===== config.mk =====
export PLATFORM = sky130hd
export DESIGN_NAME = bounce_sprite_gen
export DESIGN_NICKNAME = d
export VERILOG_FILES = /design/src/rtl/bounce_sprite_gen.sv
export SDC_FILE = /design/constraint.sdc
export NUM_CORES = 1
export LEC_CHECK = 0
export ABC_CLOCK_PERIOD_IN_PS = 5730
export CAP_MARGIN = 5
export CORE_MARGIN = 10
export CORE_UTILIZATION = 60
export CTS_CLUSTER_SIZE = 25
export DETAILED_ROUTE_END_ITERATION = 8
export GPL_TIMING_DRIVEN = 0
export PLACE_DENSITY_LB_ADDON = 0.15
export SYNTH_ARGS = -nofsm -noshare
export SYNTH_HDL_FRONTEND = slang
export SYNTH_SLANG_ARGS = --single-unit

===== constraint.sdc =====
create_clock -name vgaclk -period 5.73 [get_ports vgaclk]
set_clock_uncertainty 0.05 [all_clocks]
set_input_delay 1.146 -clock vgaclk [delete_from_list [all_inputs] [get_ports vgaclk]]
set_output_delay 1.146 -clock vgaclk [all_outputs]
set_load 0.005 [all_outputs]

===== src/rtl/bounce_sprite_gen.sv =====
// Pixel source for a 640x480 VGA timing block: border, background and a ball that bounces once per frame.
// Colour is computed for the next pixel and registered, so it lines up with the incoming counters.
module bounce_sprite_gen #(
    parameter int          BALL_SIZE    = 16,
    parameter int          SPEED        = 2,
    parameter int          BORDER       = 4,
    parameter int          X_INIT       = 312,
    parameter int          Y_INIT       = 232,
    parameter logic [7:0]  BALL_COLOR   = 8'hE0,
    parameter logic [7:0]  BG_COLOR     = 8'h03,
    parameter logic [7:0]  BORDER_COLOR = 8'hFF
) (
    input  logic       vgaclk,
    input  logic       rst,
    input  logic [9:0] hc_in,
    input  logic [9:0] vc_in,
    input  logic       pause_btn,
    output logic [2:0] out_red,
    output logic [2:0] out_green,
    output logic [1:0] out_blue,
    output logic       frame_tick,
    output logic [9:0] ball_x,
    output logic [9:0] ball_y,
    output logic       paused
);
    localparam logic [9:0] H_LAST  = 10'd799;
    localparam logic [9:0] V_LAST  = 10'd524;
    localparam logic [9:0] H_ACT   = 10'd640;
    localparam logic [9:0] V_ACT   = 10'd480;
    localparam logic [9:0] BSZ     = 10'(BALL_SIZE);
    localparam logic [9:0] SPD     = 10'(SPEED);
    localparam logic [9:0] B_LO    = 10'(BORDER);
    localparam logic [9:0] B_RIGHT = 10'(640 - BORDER);
    localparam logic [9:0] B_BOT   = 10'(480 - BORDER);
    localparam logic [9:0] XMIN    = 10'(BORDER);
    localparam logic [9:0] XMAX    = 10'(640 - BORDER - BALL_SIZE);
    localparam logic [9:0] YMIN    = 10'(BORDER);
    localparam logic [9:0] YMAX    = 10'(480 - BORDER - BALL_SIZE);

    typedef enum logic {ST_RUN = 1'b0, ST_PAUSE = 1'b1} state_t;

    state_t     state;
    logic [9:0] nx;
    logic [9:0] ny;
    logic [7:0] color;
    logic       sync1;
    logic       sync2;
    logic       sync3;
    logic       pause_rise;
    logic       dx_pos;
    logic       dy_pos;
    logic       move_en;

    // Coordinate of the pixel the counters will show on the next clock.
    always_comb begin
        nx = hc_in + 10'd1;
        ny = vc_in;
        if (hc_in == H_LAST) begin
            nx = '0;
            ny = (vc_in == V_LAST) ? '0 : vc_in + 10'd1;
        end
    end

    always_comb begin
        color = BG_COLOR;
        if (nx >= H_ACT || ny >= V_ACT) begin
            color = '0;
        end else if (nx < B_LO || nx >= B_RIGHT || ny < B_LO || ny >= B_BOT) begin
            color = BORDER_COLOR;
        end else if (nx >= ball_x && nx < ball_x + BSZ &&
                     ny >= ball_y && ny < ball_y + BSZ) begin
            color = BALL_COLOR;
        end
    end

    always_ff @(posedge vgaclk or posedge rst) begin
        if (rst) begin
            out_red   <= '0;
            out_green <= '0;
            out_blue  <= '0;
        end else begin
            out_red   <= color[7:5];
            out_green <= color[4:2];
            out_blue  <= color[1:0];
        end
    end

    always_ff @(posedge vgaclk or posedge rst) begin
        if (rst) begin
            frame_tick <= 1'b0;
        end else begin
            frame_tick <= (hc_in == 10'd0) && (vc_in == V_ACT);
        end
    end

    always_ff @(posedge vgaclk or posedge rst) begin
        if (rst) begin
            sync1 <= 1'b0;
            sync2 <= 1'b0;
            sync3 <= 1'b0;
        end else begin
            sync1 <= pause_btn;
            sync2 <= sync1;
            sync3 <= sync2;
        end
    end

    assign pause_rise = sync2 & ~sync3;

    always_ff @(posedge vgaclk or posedge rst) begin
        if (rst) begin
            state  <= ST_RUN;
            paused <= 1'b0;
        end else if (pause_rise) begin
            case (state)
                ST_RUN: begin
                    state  <= ST_PAUSE;
                    paused <= 1'b1;
                end
                default: begin
                    state  <= ST_RUN;
                    paused <= 1'b0;
                end
            endcase
        end
    end

    // Uses the state before any coincident toggle, so a pause edge on a tick still moves.
    assign move_en = frame_tick && (state == ST_RUN);

    always_ff @(posedge vgaclk or posedge rst) begin
        if (rst) begin
            ball_x <= 10'(X_INIT);
            dx_pos <= 1'b1;
        end else if (move_en) begin
            if (dx_pos) begin
                if (ball_x + SPD >= XMAX) begin
                    ball_x <= XMAX;
                    dx_pos <= 1'b0;
                end else begin
                    ball_x <= ball_x + SPD;
                end
            end else begin
                if (ball_x <= XMIN + SPD) begin
                    ball_x <= XMIN;
                    dx_pos <= 1'b1;
                end else begin
                    ball_x <= ball_x - SPD;
                end
            end
        end
    end

    always_ff @(posedge vgaclk or posedge rst) begin
        if (rst) begin
            ball_y <= 10'(Y_INIT);
            dy_pos <= 1'b1;
        end else if (move_en) begin
            if (dy_pos) begin
                if (ball_y + SPD >= YMAX) begin
                    ball_y <= YMAX;
                    dy_pos <= 1'b0;
                end else begin
                    ball_y <= ball_y + SPD;
                end
            end else begin
                if (ball_y <= YMIN + SPD) begin
                    ball_y <= YMIN;
                    dy_pos <= 1'b1;
                end else begin
                    ball_y <= ball_y - SPD;
                end
            end
        end
    end
endmodule


# After elaboration in Yosys (flattened, before gate mapping)
# Index checks and enable logic that the tools add are counted.
# word_totals
reg_bits	35
wordCells	69
# op_classes
n_addsub	8
order_cmp	14
eq_ne	3
muxes	19
bitwise_logic	3
reduce_logical	10
# ops
op	count
two-way mux 10 bit	9
>= comparator 10 bit (second input constant)	3
>= comparator 10 x 9 -> 1 bit (second input constant)	3
two-way mux 8 bit	3
adder 10 x 1 -> 10 bit (second input constant)	2
adder 10 x 2 -> 10 bit (second input constant)	2
adder 10 x 5 -> 10 bit (second input constant)	2
== test 10 bit (second input constant)	2
>= comparator 10 bit	2
less-or-equal comparator 10 x 3 -> 1 bit (second input constant)	2
less-than comparator 10 bit	2
less-than comparator 10 x 3 -> 1 bit (second input constant)	2
subtractor 10 x 2 -> 10 bit (second input constant)	2
== test 10 x 9 -> 1 bit (second input constant)	1
zero test 10 bit	1
two-way mux 1 bit	7
logical AND 1 bit	5
logical OR 1 bit	4
NOT 1 bit	2
AND 1 bit	1

# Depth between registers and ports, before layout
# logic_depth
word_depth	9
depth_mapped	16
depth_no_buf	16

# Least setup slack after synthesis
# OpenSTA, ideal clock, no wires.
# synth_path
path_type	input to register
start	input hc_in[0]
end	register out_red[1]
setup_ns	0.078
arrival_time_ns	3.995
required_ns	5.602
setup_slack_ns	1.607
stages	13
n_path_buf	0
cell_sequence	ha_1 -> nand4_1 -> nor3_1 -> or2_2 -> inv_1 -> ha_1 -> o211a_1 -> o21ai_0 -> o21ai_0 -> a2111oi_0 -> o21ai_0 -> or4_1 -> a21oi_1
# synth_via
elab_chain_len	9
# synth_rtl
element	line_no	rtl
from (decl)	15	input logic [9:0] hc_in,
adder 10 x 1 -> 10 bit / == test 10 bit (equally long branches)	56, 58	
two-way mux 10 bit	58	if (hc_in == H_LAST) begin
>= comparator 10 bit / less-than comparator 10 bit (equally long branches)	70	end else if (nx >= ball_x && nx < ball_x + BSZ &&
logical AND 1 bit (2 in a row)	70	
logical AND 1 bit	71	ny >= ball_y && ny < ball_y + BSZ) begin
two-way mux 8 bit	70	
two-way mux 8 bit	68	end else if (nx < B_LO || nx >= B_RIGHT || ny < B_LO || ny >= B_BOT) begin
two-way mux 8 bit *	66	if (nx >= H_ACT || ny >= V_ACT) begin
to (signal assigned)	82	out_red <= color[7:5];
to (decl)	18	output logic [2:0] out_red,
# Mark *: on every way between the ends. The rest lies on a longest branch, timed or not.
# A chain may end at the register's enable or synchronous reset.

# Worst setup path in the final report
# Ends and elaborated chain as after synthesis.

==> results.toml <==
[run_status]
outcome = "finished, final reports clean"

[worst_setup_path]
crit_top_cell = "o21ai_0"
cp_slowest_stage_delay_ns = 1.01
critPathMaxFanout = 10
worstPathRequired_ns = 5.90
start_kind = "input pin"
criticalPathCategory = "in2reg"
cpMaxStageDelayCell = "nor3_1"
arrival_ns = 5.51
cp-end-kind = "flop"
worstPathCellList = "clkdlybuf4s50_1 > ha_1 > nand4_1 > nor3_1 > or2_2 > inv_1 > ha_1 > o211a_1 > o21ai_0 > o21ai_0 > a2111oi_0 > o21ai_0 > or4_1 > a21oi_1"

[clock_tree]
cts_tree = "yes"
clock-sinks = 28
h-tree-depth = 1
cts_buffers = 3
clock_latency_ns = 0.29
postCtsSetupRepairBufs = 0
cts_root_buf = "clkbuf_8"
cts_hold_buf = 0
cts_resized = 0
clockBufferDepth = 2
clkTransAtPathRegs_ns = 0.11

[cells_and_area]
area_delta_synth_final_pct = 16.29
post-route-util = 0.7227
final_common_cell = "clkdlybuf4s50_1"
n_antenna_cell = 0
top_regs = "ball_x (9), ball_y (9)"
final_nets = 599
drive_gt1_frac = 0.07317
most-common-layout-cells = "clkdlybuf4s50_1, ha_1, o21ai_0, inv_1, nand2_1"

[synthesis]
ys_seq_elements = 28
ys_seq_area_frac = 0.1938
yosysWarningCount = 0
synth_area_um2 = 3680
synth.distinct_cells = 68
synth.avg_cell_area_um2 = 7.587
async_reset_ff_frac = 1.000
synth-main-ff-cell = "dfrtp_1"
synth_enable_flop_cells = 0
netlist_instances = 485

[power_and_ir_drop]
ir_drop_uv = 122.1
power.leakage_nw = 1.711
p_per_area_nw_per_um2 = 115.0

[route]
drt-wirelength-per-cell_um = 16.02
firstDrtPassIters = 5
viasPerCell = 6.123
drc = 0
vias = 3723
drt_wl_total_um = 9742
ant_nets = 0
first_iter_violations = 177

[floorplanning]
fp.dieH_um = 98.32
die_w_um = 98.32
rows = 28
initial_core_util = 0.6215
die-area_um2 = 9666
coreArea_um2 = 5921
num_io_pins = 53

[global_route]
grt_usage = 0.1945
use_met1 = 0.2483
antenna_found_initial = 0
first_global_vias = 3534
busiest_layer = "met2"
overflow = 0
met3_usage = 0.04158
grt_first_pass_wirelength_um = 16550
grt_max_degree = 29
use_met2 = 0.3273

[place]
portBuffers = 43
gp_congestion = 0.9239
dpl.hpwl_um = 7821

[job]
maxCapViolCount = 0

[sta]
finalHoldViolations = 0
setup_viol = 0
period_share = 0.9318
fin_tns_setup_ns = 0
tightest_slew_ns = 1.151
maxSlewViolCount = 0
fin_crit_ns = 5.339
max_freq_ghz = 0.1873
rsz0062_at_grt = "false"
maxSlewHeadroom = 0.2271

[worst_hold_path]
hold_class = "reg2reg"
-- metal layers --
layer	up-vias	routed length [µm]
met5	-	0
met4	0	102
met3	12	644
met2	138	4665
met1	1726	4329
li1	1847	-
-- cells in the mapped netlist (all sizes together) (3+ instances only) --
library cell,count,area share
nand2b,7,0.012
o21a,3,0.0061
nor2,30,0.031
a21oi,28,0.039
o31ai,3,0.0061
nand3b,4,0.0082
nor2b,8,0.014
dfstp,10,0.071
xnor2,30,0.071
o21ai,38,0.052
ha,42,0.14
a31oi,5,0.0085
o211ai,4,0.0082
or4,3,0.0071
dfrtp,18,0.12
nand4,14,0.024
a21boi,3,0.0061
o2bb2ai,4,0.0095
nor3,14,0.019
o22ai,6,0.010
and3,7,0.012
clkbuf,19,0.019
nand2,35,0.036
mux2i,4,0.011
a211oi,6,0.012
buf,12,0.025
a21o,7,0.014
nor4,5,0.010
or3,5,0.0099
and2,5,0.0085
xor2,6,0.014
or2,4,0.0068
nand3,29,0.039
inv,36,0.037
-- per-stage QoR --
stage,hold slack [ns],setup WS [ns],instances,power (mW),area [µm²]
floorplan,0.2812,1.607,486,0.2855,3684
global route,0.3346,0.02101,608,0.5214,4279
global placement,0.2818,0.2199,604,0.3296,4208
CTS,0.3231,0.4998,608,0.4945,4279
detailed placement,0.3004,0.2052,604,0.3346,4208
finish,0.3226,0.3910,608,0.4922,4279
-- report_power, final --
| group | leakage [nW] | internal, mW | switching (mW) |
|---|---|---|---|
| registers | 0.343 | 0.204 | 0.00573 |
| clock network | 0.0357 | 0.0937 | 0.0675 |
| logic | 1.33 | 0.0598 | 0.0616 |
-- final timing paths --
check	slack (ns)	from	endpoint	depth (start not counted)
setup / recovery	0.39	hc_in[0]	out_red[1]$_DFF_PP0_	14
hold / removal	0.32	sync1$_DFF_PP0_	sync2$_DFF_PP0_	0
setup reg to reg	2.59	ball_y[3]$_DFFE_PP1P_	ball_y[2]$_DFFE_PP0P_	8
hold reg to reg	0.32	sync1$_DFF_PP0_	sync2$_DFF_PP0_	0
max in group asynchronous	3.59	rst	ball_x[7]$_DFFE_PP0P_	2
min in group asynchronous	1.38	rst	ball_y[4]$_DFFE_PP0P_	2
-- worst max-delay path: cells and delay by family --
family          cells  cell delay [ns]
simple gates        4             2.02
compound gates      6             1.17
fa+ha+maj           2             0.56
buf+inv             2             0.62
-- area by class of cell --
class	instances	area (µm²)
Clock inverter	1	30.03
Sequential cell	28	713.2
Multi-Input combinational cell	391	2673
Buffer	31	162.7
Fill cell	526	1642
Clock buffer	3	41.29
Tap cell	75	93.84
Inverter	36	135.1
Timing Repair Buffer	43	430.4
-- logic make-up after synthesis --
family	Yosys count	synth area share
xor gates and xnor gates	36	0.08568
adders and majority gates	42	0.1428
DFF	28	0.1938
other	1	0.001019
and+or+nand+nor	176	0.2526
muxes	6	0.01700
buffers and inverters	67	0.08092
AOI/OAI and AO/OA	129	0.2261
(Power assumes the default switching activity.)
